**src/rtl/flit_pipe_buf.sv**
```systemverilog
// flit_pipe_buf: NCH-lane, DEPTH-stage flit pipeline with per-entry valid, global stall/flush and occupancy count.
// Optional macro FLIT_PIPE_BUF_PARITY_EN adds per-entry even parity with injection (par_inj) and checking (par_err).
module flit_pipe_buf #(
  parameter int NCH   = 5,
  parameter int DW    = 32,
  parameter int DEPTH = 2,
  localparam int CW   = $clog2(NCH*DEPTH+1)
) (
  input  logic              clk,
  input  logic              rst_n,
  input  logic              stall,
  input  logic              flush,
  input  logic [NCH-1:0]    in_valid,
  input  logic [NCH*DW-1:0] in_data,
`ifdef FLIT_PIPE_BUF_PARITY_EN
  input  logic [NCH-1:0]    par_inj,
  output logic [NCH-1:0]    par_err,
`endif
  output logic [NCH-1:0]    out_valid,
  output logic [NCH*DW-1:0] out_data,
  output logic              busy,
  output logic [CW-1:0]     count
);

  // Valid-only interface, no ready: a flit on lane c is accepted on any edge with
  // in_valid[c]=1, stall=0 and flush=0; otherwise it is dropped.
  logic [NCH-1:0]    vld_q [DEPTH];
  logic [NCH-1:0]    vld_d [DEPTH];
  logic [NCH*DW-1:0] dat_q [DEPTH];
  logic [NCH*DW-1:0] dat_d [DEPTH];
`ifdef FLIT_PIPE_BUF_PARITY_EN
  logic [NCH-1:0]    par_q [DEPTH];
  logic [NCH-1:0]    par_d [DEPTH];
  logic [NCH-1:0]    cap_par;

  always_comb begin
    cap_par = '0;
    for (int c = 0; c < NCH; c++) begin
      cap_par[c] = (^in_data[c*DW +: DW]) ^ par_inj[c];
    end
  end
`endif

  // Data/parity move with the pipe regardless of valid; flush only touches valids.
  always_comb begin
    for (int s = 0; s < DEPTH; s++) begin
      vld_d[s] = vld_q[s];
      dat_d[s] = dat_q[s];
`ifdef FLIT_PIPE_BUF_PARITY_EN
      par_d[s] = par_q[s];
`endif
    end
    if (flush) begin
      for (int s = 0; s < DEPTH; s++) begin
        vld_d[s] = '0;
      end
    end else if (!stall) begin
      vld_d[0] = in_valid;
      dat_d[0] = in_data;
`ifdef FLIT_PIPE_BUF_PARITY_EN
      par_d[0] = cap_par;
`endif
      for (int s = 1; s < DEPTH; s++) begin
        vld_d[s] = vld_q[s-1];
        dat_d[s] = dat_q[s-1];
`ifdef FLIT_PIPE_BUF_PARITY_EN
        par_d[s] = par_q[s-1];
`endif
      end
    end
  end

  always_ff @(posedge clk) begin
    if (!rst_n) begin
      for (int s = 0; s < DEPTH; s++) begin
        vld_q[s] <= '0;
        dat_q[s] <= '0;
`ifdef FLIT_PIPE_BUF_PARITY_EN
        par_q[s] <= '0;
`endif
      end
    end else begin
      for (int s = 0; s < DEPTH; s++) begin
        vld_q[s] <= vld_d[s];
        dat_q[s] <= dat_d[s];
`ifdef FLIT_PIPE_BUF_PARITY_EN
        par_q[s] <= par_d[s];
`endif
      end
    end
  end

  // Occupancy is a popcount of registered valids, so it tracks state with no lag.
  always_comb begin
    count = '0;
    for (int s = 0; s < DEPTH; s++) begin
      for (int c = 0; c < NCH; c++) begin
        count = count + CW'(vld_q[s][c]);
      end
    end
  end

  assign busy      = (count != '0);
  assign out_valid = vld_q[DEPTH-1];
  assign out_data  = dat_q[DEPTH-1];

`ifdef FLIT_PIPE_BUF_PARITY_EN
  always_comb begin
    par_err = '0;
    for (int c = 0; c < NCH; c++) begin
      par_err[c] = out_valid[c] & (par_q[DEPTH-1][c] != ^out_data[c*DW +: DW]);
    end
  end
`endif

endmodule
```
**config.mk**
```make
export PLATFORM = sky130hd
export DESIGN_NAME = flit_pipe_buf
export DESIGN_NICKNAME = d
export VERILOG_FILES = /design/src/rtl/flit_pipe_buf.sv
export SDC_FILE = /design/constraint.sdc
export NUM_CORES = 1
export LEC_CHECK = 0
export CORE_MARGIN = 5
export CORE_UTILIZATION = 51
export DETAILED_ROUTE_END_ITERATION = 12
export MAX_ROUTING_LAYER = met4
export PLACE_DENSITY = 0.81
export SLEW_MARGIN = 5
export SYNTH_ARGS = -nofsm -noshare
export SYNTH_HDL_FRONTEND = slang
export SYNTH_SLANG_ARGS = --single-unit
```
**constraint.sdc**
```tcl
create_clock -name clk -period 3.9 [get_ports clk]
set_input_delay 0.78 -clock clk [delete_from_list [all_inputs] [get_ports clk]]
set_output_delay 0.78 -clock clk [all_outputs]
set_load 0.02 [all_outputs]
```
==> results of run 1 <==
==> worst paths after layout <==
check / end
setup / recovery: busy
hold / removal: dat_q[0][48]
setup reg to reg: dat_q[0][283]
hold reg to reg: dat_q[0][48]
==> metrics by stage <==
step                      setup WS, ns  hold WS (ns)
after floorplan                  0.155         0.448
after global placement          -0.339         0.454
after detailed placement        -0.422         0.461
after CTS                       -0.418         0.469
after global routing            -0.529         0.487
final                           -0.387         0.465
==> synthesized netlist by cell type, types with 2 or more instances <==
library cell	n	area, µm²
ha_1	2	25.0
fa_1	6	120
o21ai_0	218	1090
mux2i_1	10	100
dfxtp_1	330	6610
buf_4	169	1270
buf_6	36	405
buf_1	2	7.51
a21oi_1	321	1610
or3b_1	320	2800
o21ai_1	102	510
inv_1	19	71.3
nor2_1	11	41.3
clkbuf_1	134	503
buf_2	3	15.0
==> power groups by stage <==
| stage | logic [mW] | registers (mW) | clock network (mW) |
|---|---|---|---|
| floorplan | 0.486 | 3.58 | 0 |
| global placement | 0.716 | 3.59 | 0 |
| detailed placement | 0.725 | 3.59 | 0 |
| CTS | 0.732 | 3.52 | 3.46 |
| global route | 0.799 | 3.53 | 3.61 |
| finish | 0.729 | 3.52 | 3.38 |
==> cells in the final DEF, fill, tap and decap left out, types with 7 or more instances in the layout <==
cell	netlist	routed
mux2i_1	10	10
o21ai_0	218	218
inv_2	0	8
buf_12	0	10
nor2_1	11	11
clkdlybuf4s50_1	0	331
a21oi_1	321	320
clkbuf_16	0	37
clkbuf_1	134	10
inv_1	19	11
clkbuf_8	0	7
buf_4	169	22
or3b_1	320	320
o21ai_1	102	102
dfxtp_1	330	326
==> worst min-delay path: stages, from the launching register on <==
cell and delay (ns):
dfxtp_1 0.30, o21ai_0 0.06, a21oi_1 0.06
==> layer usage <==
metal	part of all wire (%)	global-route usage [%]	vias up
li1	-	-	5954
met1	43	25.4	5388
met2	48	31.8	290
met3	6.1	4.19	71
met4	3.3	7.05	0
met5	0	-	-
==> area by class of cell <==
class / instances / area share (%)
well taps: 390 / 2.64
clock inverters: 8 / 0.671
repair buffers: 368 / 20.2
diodes: 3 / 0.0406
flip-flops and latches: 330 / 35.8
multi-input cells: 993 / 34.4
clock buffers: 54 / 5.74
inverters: 20 / 0.447
==> flip-flops by register name, indices dropped and copies added, names as in the netlist <==
| name | flops |
|---|---|
| dat_q | 320 |
| vld_q | 10 |
==> cells by family (layout without fill, tap and decap cells) <==
group,after synthesis,count (layout),share of synthesized area [%]
AOI/OAI and AO/OA,642,642,21.2
and+or+nand+nor,332,332,18.7
DFF,330,330,43.5
other,0,3,0
muxes,10,10,0.658
buffers and inverters,364,450,15.0
xor gates and xnor gates,1,1,0.0576
adders and majority gates,8,8,0.955
==> timing repair <==
item	CTS	global route
setup endpoints to repair	5	5
pin swaps	3	0
resized for setup	42	4
setup buffers	2	1
==> flow_summary.ini, run 1 <==
[run_status]
status = finished with violations
violations = negative setup slack

[critical_path]
cp-end-kind = output port
cpPeakStageDelay_ns = 0.53
cp.arrival_ns = 3.51
crit_start = vld_q[0][7]
critPathSlowestCell = fa_2
reg2reg_slack_ns = 2.97
start_kind = flip-flop
cp_top_family = adder cells
reg2reg_depth = 2
r2r-start = dat_q[0][123]
worst-setup-path-type = flip-flop to output port
crit_fanout = 2
crit_chain = inv_1 -> fa_1 -> inv_1 -> fa_2 -> inv_2 -> fa_2 -> inv_2 -> ha_4 -> inv_2 -> fa_2 -> xnor2_2 -> o2111ai_1 -> buf_4
crit_required_ns = 3.12
path_buf_inv = 6
cp.depth = 13

[die]
die_area_um2 = 33400
dieWidth_um = 183
die_h_um = 183
pin_count = 339
num_rows = 63
core_um2 = 29600
start_util_pct = 51.4

[clock_network]
hold_buffers = 0
cts_tree = built
cts_buffers = 36
clock_path_buffers = 3
htreeDepth = 2
clock-sinks = 330
clk_latency_ns = 0.49
cts-root-buf = clkbuf_16
clk_pin_slew_worst_paths_ns = 0.06

[sta]
setup_viol = 4
worstMarginPinSlew_ns = 0.891
fmax_mhz = 233
rsz0062_at_grt = true
finalCritPeriodShare_pct = 110
slew_headroom_pct = 40.6
timing.setup.tns_ns = -1.17
fin_skew_ns = 0.00868
period_needed_ns = 4.29
finalHoldViolations = 0
fin_ws_ns = -0.387
drv_slew = 0

[synthesis]
netlist_area_um2 = 15200
synthArstFlopShare_pct = 0
synth_cell_types = 19
synth-seq-cells = 330
syn-num-nets = 1864
synthFlopType = dfxtp_1
synth-edff-count = 0
synthCells = 1687
yosysSeqAreaShare_pct = 43.5
syn_area_per_cell_um2 = 9.01
ys_warn_count = 0

[grt]
grt_pass1_vias = 10600
grt_start_max_net_pins = 169
antenna_found_initial = 3
gr-total-overflow = 0
grt_pass1_wl_mm = 55.1
grt.total_usage_pct = 20.0

[drt]
first_pass_iters = 5
vias = 11700
detail-route-antenna-nets = 0
routed_via_density = 5.40
wire_per_inst_um = 15.9
routed_wl_mm = 34.4
drc = 0
drtIter0Drc = 731

[layout]
fillerInstances = 2501
area_delta_synth_final_pct = 21.5
drive_gt1_share_pct = 6.09
finish.utilization_pct = 62.5
multi_input_area_um2 = 6360
final_area_um2 = 18500
seqCellArea_um2 = 6610
nets = 1926
fin_cells = 2166

[power]
p_per_area_nw_per_um2 = 413
ir_drop_uv = 241
p_comb_share_pct = 9.6
leakage_nw = 6.10
power.switching_mw = 1.72
power_switching_share_pct = 22.6
power.share.clock_pct = 44.3
pwr-share-seq_pct = 46.1
total_power_mw = 7.63
p_int_mw = 5.91

[place]
dp_hpwl_mm = 22.3
dp.cells = 2098
gp_congestion = 0.830
port_buffers = 338
placed_cell_area_um2 = 17200

[worst_hold_path]
hold_start = dat_q[0][48]
hold_depth = 2
hp-class = flip-flop to flip-flop

[flow_run]
maxCapViolCount = 0
Note: power is estimated with default switching activity, not from simulation.
==> run 2, diff against run 1 <==
--- a/config.mk
+++ b/config.mk
@@ -5,11 +5,14 @@
 export SDC_FILE = /design/constraint.sdc
 export NUM_CORES = 1
 export LEC_CHECK = 0
+export CAP_MARGIN = 30
+export CELL_PAD_IN_SITES_DETAIL_PLACEMENT = 2
+export CELL_PAD_IN_SITES_GLOBAL_PLACEMENT = 2
 export CORE_MARGIN = 5
-export CORE_UTILIZATION = 51
+export CORE_UTILIZATION = 30
 export DETAILED_ROUTE_END_ITERATION = 12
 export MAX_ROUTING_LAYER = met4
-export PLACE_DENSITY = 0.81
+export PLACE_DENSITY_LB_ADDON = 0.1
 export SLEW_MARGIN = 5
 export SYNTH_ARGS = -nofsm -noshare
 export SYNTH_HDL_FRONTEND = slang
==> run 2 against run 1 <==
The flow still finishes with violations (negative setup slack). Fmax shrank 3.0%. Clock power grew 20%. Cell count up 14%. Combinational power is 5.9% higher. Largest power group is now clock. Non-clock buffer count increased by 2. Critical path type unchanged. Core utilization shrank 24 points. Power grew 9.2%. Hold slack better by 0.0049 ns. Clock skew grew 0.0059 ns. Largest cell class unchanged. Sequential share of layout area fell by 1.3 points. Register-to-register slack got worse by 0.03 ns. Routed wire length up 33%.
==> flow_summary.ini, run 2 (synthesis results as in run 1) <==
[grt]
grt_start_max_net_pins = 124
grt.total_usage_pct = 16.3
gr-total-overflow = 0
grt_pass1_vias = 12600
grt_pass1_wl_mm = 71.9
antenna_found_initial = 7

[power]
p_per_area_nw_per_um2 = 435
total_power_mw = 8.33
ir_drop_uv = 271
leakage_nw = 6.27

[clock_network]
cts_buffers = 42
cts_tree = built
htreeDepth = 2
clk_pin_slew_worst_paths_ns = 0.06
hold_buffers = 0
clock_path_buffers = 3
clock-sinks = 330
cts-root-buf = clkbuf_16
clk_latency_ns = 0.55

[drt]
detail-route-antenna-nets = 0
drc = 0
routed_wl_mm = 45.8
first_pass_iters = 4
vias = 12000
routed_via_density = 4.87
wire_per_inst_um = 18.5
drtIter0Drc = 541

[place]
gp_congestion = 0.742
dp_hpwl_mm = 29.0
port_buffers = 338
place_ws_ns = -0.477
placed_cell_area_um2 = 17600

[die]
core_um2 = 50200
pin_count = 339
dieWidth_um = 235
num_rows = 82
start_util_pct = 30.3
die_h_um = 235
die_area_um2 = 55300

[layout]
layout_commonest_cell = clkdlybuf4s50_1
final_area_um2 = 19200
regMostFlops = dat_q
drive_gt1_share_pct = 7.05
area_delta_synth_final_pct = 26.0
fillerInstances = 5477
largest_register_ffs = 320
final_cell_mix = clkdlybuf4s50_1, dfxtp_1, or3b_1, a21oi_1, o21ai_0
top_regs = dat_q: 320 flops, vld_q: 10 flops
nets = 1934

[sta]
fmax_mhz = 226
fin_ws_ns = -0.518
fin_skew_ns = 0.0145
period_needed_ns = 4.42
worstMarginPinSlew_ns = 0.645
timing.setup.tns_ns = -1.96
rsz0062_at_grt = true
finalCritPeriodShare_pct = 113
setup_viol = 4
drv_slew = 0
fin_hold_ws_ns = 0.470
finalHoldViolations = 0
slew_headroom_pct = 57.0

[critical_path]
cp.arrival_ns = 3.64
start_kind = flip-flop
crit_required_ns = 3.12
worst-setup-path-type = flip-flop to output port
crit_fanout = 2
cp-end-kind = output port

[worst_hold_path]
hp-class = flip-flop to flip-flop

[flow_run]
maxCapViolCount = 0

[run_status]
status = finished with violations
violations = negative setup slack
## run 2: cell types whose count changed in the layout (fill, tap and decap cells not counted), moves of 2 or more
cell        change
clkbuf_16       +8
buf_6           +5
buf_12          +2
diode_2         +4
clkinv_2        +6
clkbuf_1        -3
clkbuf_8        +5
clkinvlp_4      -2
buf_4           -4
## run 2: worst paths after layout
path               start           to  slack (ns)  cells after the start
max          vld_q[0][0]         busy       -0.52                     12
min          dat_q[0][3]  dat_q[0][3]        0.47                      2
max reg2reg  vld_q[0][1]  vld_q[0][1]        2.94                      4
min reg2reg  dat_q[0][3]  dat_q[0][3]        0.47                      2
## run 2: per-stage QoR
stage | cells | util, %
after CTS | 2459 | 38.1
after global routing | 2467 | 38.2
after floorplan | 1687 | -
final | 2467 | 38.2
after detailed placement | 2378 | 35.0
after global placement | 2378 | 35.0
## run 2: cell type report
class                   instances  area, µm²  area share, %
flip-flops and latches        330       6610           34.5
diodes                          7       17.5         0.0914
well taps                     672        841           4.39
inverters                      20       82.6          0.431
repair buffers                370       3800           19.8
clock buffers                  64       1320           6.88
multi-input cells             993       6360           33.2
clock inverters                11        130          0.679
## run 2: where the power goes
part	internal [mW]	switching (mW)
sequential	3.48	0.0428
clock	2.52	1.52
combinational	0.363	0.409
total	6.36	1.97
## run 2: timing repair
| action | in CTS | in global routing |
|---|---|---|
| hold endpoints to repair | 0 | 0 |
| resized for setup | 46 | 7 |
| setup endpoints to repair | 5 | 5 |
| pin swaps | 4 | 1 |
| buffers inserted | 6 | 2 |
## run 2: worst max-delay path, stage by stage, from the launching register on
cell	delay [ns]
dfxtp_2	0.33
inv_2	0.04
fa_1	0.55
inv_2	0.04
fa_1	0.52
inv_2	0.04
fa_2	0.54
inv_2	0.05
ha_4	0.15
inv_2	0.06
fa_2	0.46
o2111ai_1	0.13
buf_4	0.18
## run 2: layer usage
layer | GRT usage, % | wire length [µm]
met1 | 20.2 | 20200
met2 | 26.4 | 21800
met3 | 4.23 | 2750
met4 | 4.49 | 954
met5 | - | 0
==> run 3, diff against run 2 <==
--- a/config.mk
+++ b/config.mk
@@ -5,11 +5,11 @@
 export SDC_FILE = /design/constraint.sdc
 export NUM_CORES = 1
 export LEC_CHECK = 0
-export CAP_MARGIN = 30
+export ABC_AREA = 1
 export CELL_PAD_IN_SITES_DETAIL_PLACEMENT = 2
 export CELL_PAD_IN_SITES_GLOBAL_PLACEMENT = 2
 export CORE_MARGIN = 5
-export CORE_UTILIZATION = 30
+export CORE_UTILIZATION = 27
 export DETAILED_ROUTE_END_ITERATION = 12
 export MAX_ROUTING_LAYER = met4
 export PLACE_DENSITY_LB_ADDON = 0.1
==> run 3 against run 2 <==
The run still ends with negative setup slack left. Cell count rose by 27%. Global-route usage shrank 1.6 points. Sequential cell count did not move. Count of clock-buffer cells in the layout stayed put. Sequential power rose by 5%. Register-to-register slack better by 0.20 ns. Area after synthesis is 2.9% lower. Combinational power is 59% higher. Critical endpoint unchanged. Largest power group unchanged. Highest routed layer unchanged.
==> flow_summary.ini, run 3 <==
[worst_hold_path]
hp-class = flip-flop to flip-flop

[synthesis]
synth-seq-cells = 330
syn-num-nets = 2451
synthTopCellsByArea = dfxtp_1, nand2_1, nor2_1, inv_1, buf_4
yosysSeqAreaShare_pct = 44.8
synthFlopType = dfxtp_1
synthCells = 2274
yosysMostFrequentCell = nand2_1
syn_area_per_cell_um2 = 6.49
netlist_area_um2 = 14800
ys_warn_count = 0
yosysTopAreaCell = dfxtp_1
synth_cell_types = 14
synthTopCellsByCount = nand2_1, nor2_1, inv_1
synthArstFlopShare_pct = 0
synth-edff-count = 0
synth_top_area_share_pct = 44.8

[layout]
finish.utilization_pct = 35.3
drive_gt1_share_pct = 4.76
area_delta_synth_final_pct = 29.2
final_area_um2 = 19100
multi_input_area_um2 = 5150
regMostFlops = dat_q
nets = 2587
largest_register_ffs = 320
final_cell_mix = nand2_1, nor2_1, inv_1
fin_cells = 3145
seqCellArea_um2 = 6610
top_regs = dat_q: 320 flops, vld_q: 10 flops
layout_commonest_cell = nand2_1
fillerInstances = 6420

[power]
total_power_mw = 8.90
p_per_area_nw_per_um2 = 467
p_int_mw = 6.62
power.switching_mw = 2.28
power_switching_share_pct = 25.6
pwr-share-seq_pct = 41.6
power.share.clock_pct = 44.6
leakage_nw = 8.90
p_comb_share_pct = 13.8
ir_drop_uv = 260

[place]
place_ws_ns = -0.413
dp.cells = 3060
gp_congestion = 0.773
dp_hpwl_mm = 30.8
port_buffers = 338
placed_cell_area_um2 = 17600

[critical_path]
crit_chain = inv_2 -> fa_1 -> inv_2 -> fa_1 -> inv_2 -> fa_1 -> inv_2 -> ha_4 -> inv_2 -> fa_2 -> inv_2 -> nor2_1 -> nand3_1 -> buf_6
cp_common_cell = inv_2
crit_fanout = 2
worst-setup-path-type = flip-flop to output port
path_buf_inv = 7
cpPeakStageDelay_ns = 0.56
cp_top_family = adder cells
critPathSlowestCell = fa_2
cp-end-kind = output port
start_kind = flip-flop
crit_required_ns = 3.12
cp.arrival_ns = 3.64

[sta]
fin_skew_ns = 0.0125
fmax_mhz = 226
finalCritPeriodShare_pct = 113
rsz0062_at_grt = true
drv_slew = 0
setup_viol = 4
fin_ws_ns = -0.516
period_needed_ns = 4.42
worstMarginPinSlew_ns = 0.647
slew_headroom_pct = 56.9
finalHoldViolations = 0

[run_status]
status = finished with violations
violations = negative setup slack

[drt]
drtIter0Drc = 369
vias = 12500
routed_via_density = 3.99
wire_per_inst_um = 13.8
first_pass_iters = 4
drc = 0
detail-route-antenna-nets = 0
routed_wl_mm = 43.3

[die]
die_area_um2 = 59400
dieWidth_um = 244
core_um2 = 54000
start_util_pct = 27.3
num_rows = 85
die_h_um = 244
pin_count = 339

[clock_network]
htreeDepth = 2
clk_latency_ns = 0.55
clock_path_buffers = 3
cts_buffers = 42
cts_tree = built
clk_pin_slew_worst_paths_ns = 0.05
cts-root-buf = clkbuf_16
clock-sinks = 330
hold_buffers = 0

[grt]
gr-total-overflow = 0
grt_start_max_net_pins = 128
grt_pass1_vias = 13100
antenna_found_initial = 10
grt_pass1_wl_mm = 69.7
grt.total_usage_pct = 14.7

[flow_run]
maxCapViolCount = 0
-- run 3: changes by cell type in the layout (fill, tap and decap cells not counted), moves of 3 or more --
cell / change
nor2_1: +631
or3b_1: -320
diode_2: +3
buf_12: -3
inv_1: +322
a21oi_1: -310
o21ai_1: -102
nand2_1: +664
mux2i_1: -10
o21ai_0: -218
-- run 3: cells by family after synthesis --
group / Yosys count / synth area share (%)
adders and majority gates: 8 / 0.983
and+or+nand+nor: 1310 / 33.4
AOI/OAI and AO/OA: 10 / 0.339
DFF: 330 / 44.8
buffers and inverters: 616 / 20.5
-- run 3: layout make-up --
| type | count | area share [%] |
|---|---|---|
| flip-flops and latches | 330 | 34.7 |
| multi-input cells | 1328 | 27.0 |
| repair buffers | 364 | 19.4 |
| clock buffers | 64 | 6.80 |
| inverters | 344 | 6.77 |
| well taps | 696 | 4.57 |
| clock inverters | 9 | 0.630 |
| diodes | 10 | 0.131 |
-- run 3: power by group through the flow --
| stage | sequential [mW] | clock (mW) | combinational, mW |
|---|---|---|---|
| floorplan | 3.74 | 0 | 0.835 |
| global placement | 3.77 | 0 | 1.22 |
| detailed placement | 3.78 | 0 | 1.25 |
| CTS | 3.71 | 4.16 | 1.26 |
| global route | 3.73 | 4.30 | 1.39 |
| finish | 3.70 | 3.97 | 1.23 |
-- run 3: path summary, 6_finish.rpt --
check | start | depth (start not counted) | slack [ns] | end
min reg2reg | dat_q[0][119] | 2 | 0.48 | dat_q[0][119]
max | vld_q[0][3] | 14 | -0.52 | busy
max reg2reg | vld_q[0][0] | 3 | 3.14 | vld_q[0][5]
min | dat_q[0][119] | 2 | 0.48 | dat_q[0][119]
-- run 3: worst register-to-register path, delay by kind of cell, from the launching register on --
family | cells | cell delay (ns)
flops | 1 | 0.34
buf+inv | 1 | 0.11
compound gates | 1 | 0.17
simple gates | 1 | 0.06
-- run 3: through the flow --
| stage | TNS [ns] | hold slack [ns] |
|---|---|---|
| 2_1_floorplan | 0 | 0.449 |
| 3_3_place_gp | -0.871 | 0.462 |
| 3_5_place_dp | -1.09 | 0.474 |
| 4_1_cts | -1.81 | 0.487 |
| 5_1_grt | -2.11 | 0.497 |
| 6_report | -1.48 | 0.480 |
-- run 3: timing repair --
item | 4_1_cts | 5_1_grt
buffers inserted | 2 | 0
setup endpoints to repair | 5 | 5
resized for setup | 37 | 15
pin swaps | 2 | 6
-- run 3: layer usage --
layer,vias up,routed length [µm],GRT usage (%)
met3,64,2190,3.53
met5,-,0,-
met4,0,1010,4.68
met2,204,20600,24.5
met1,5721,19500,17.6
li1,6559,-,-
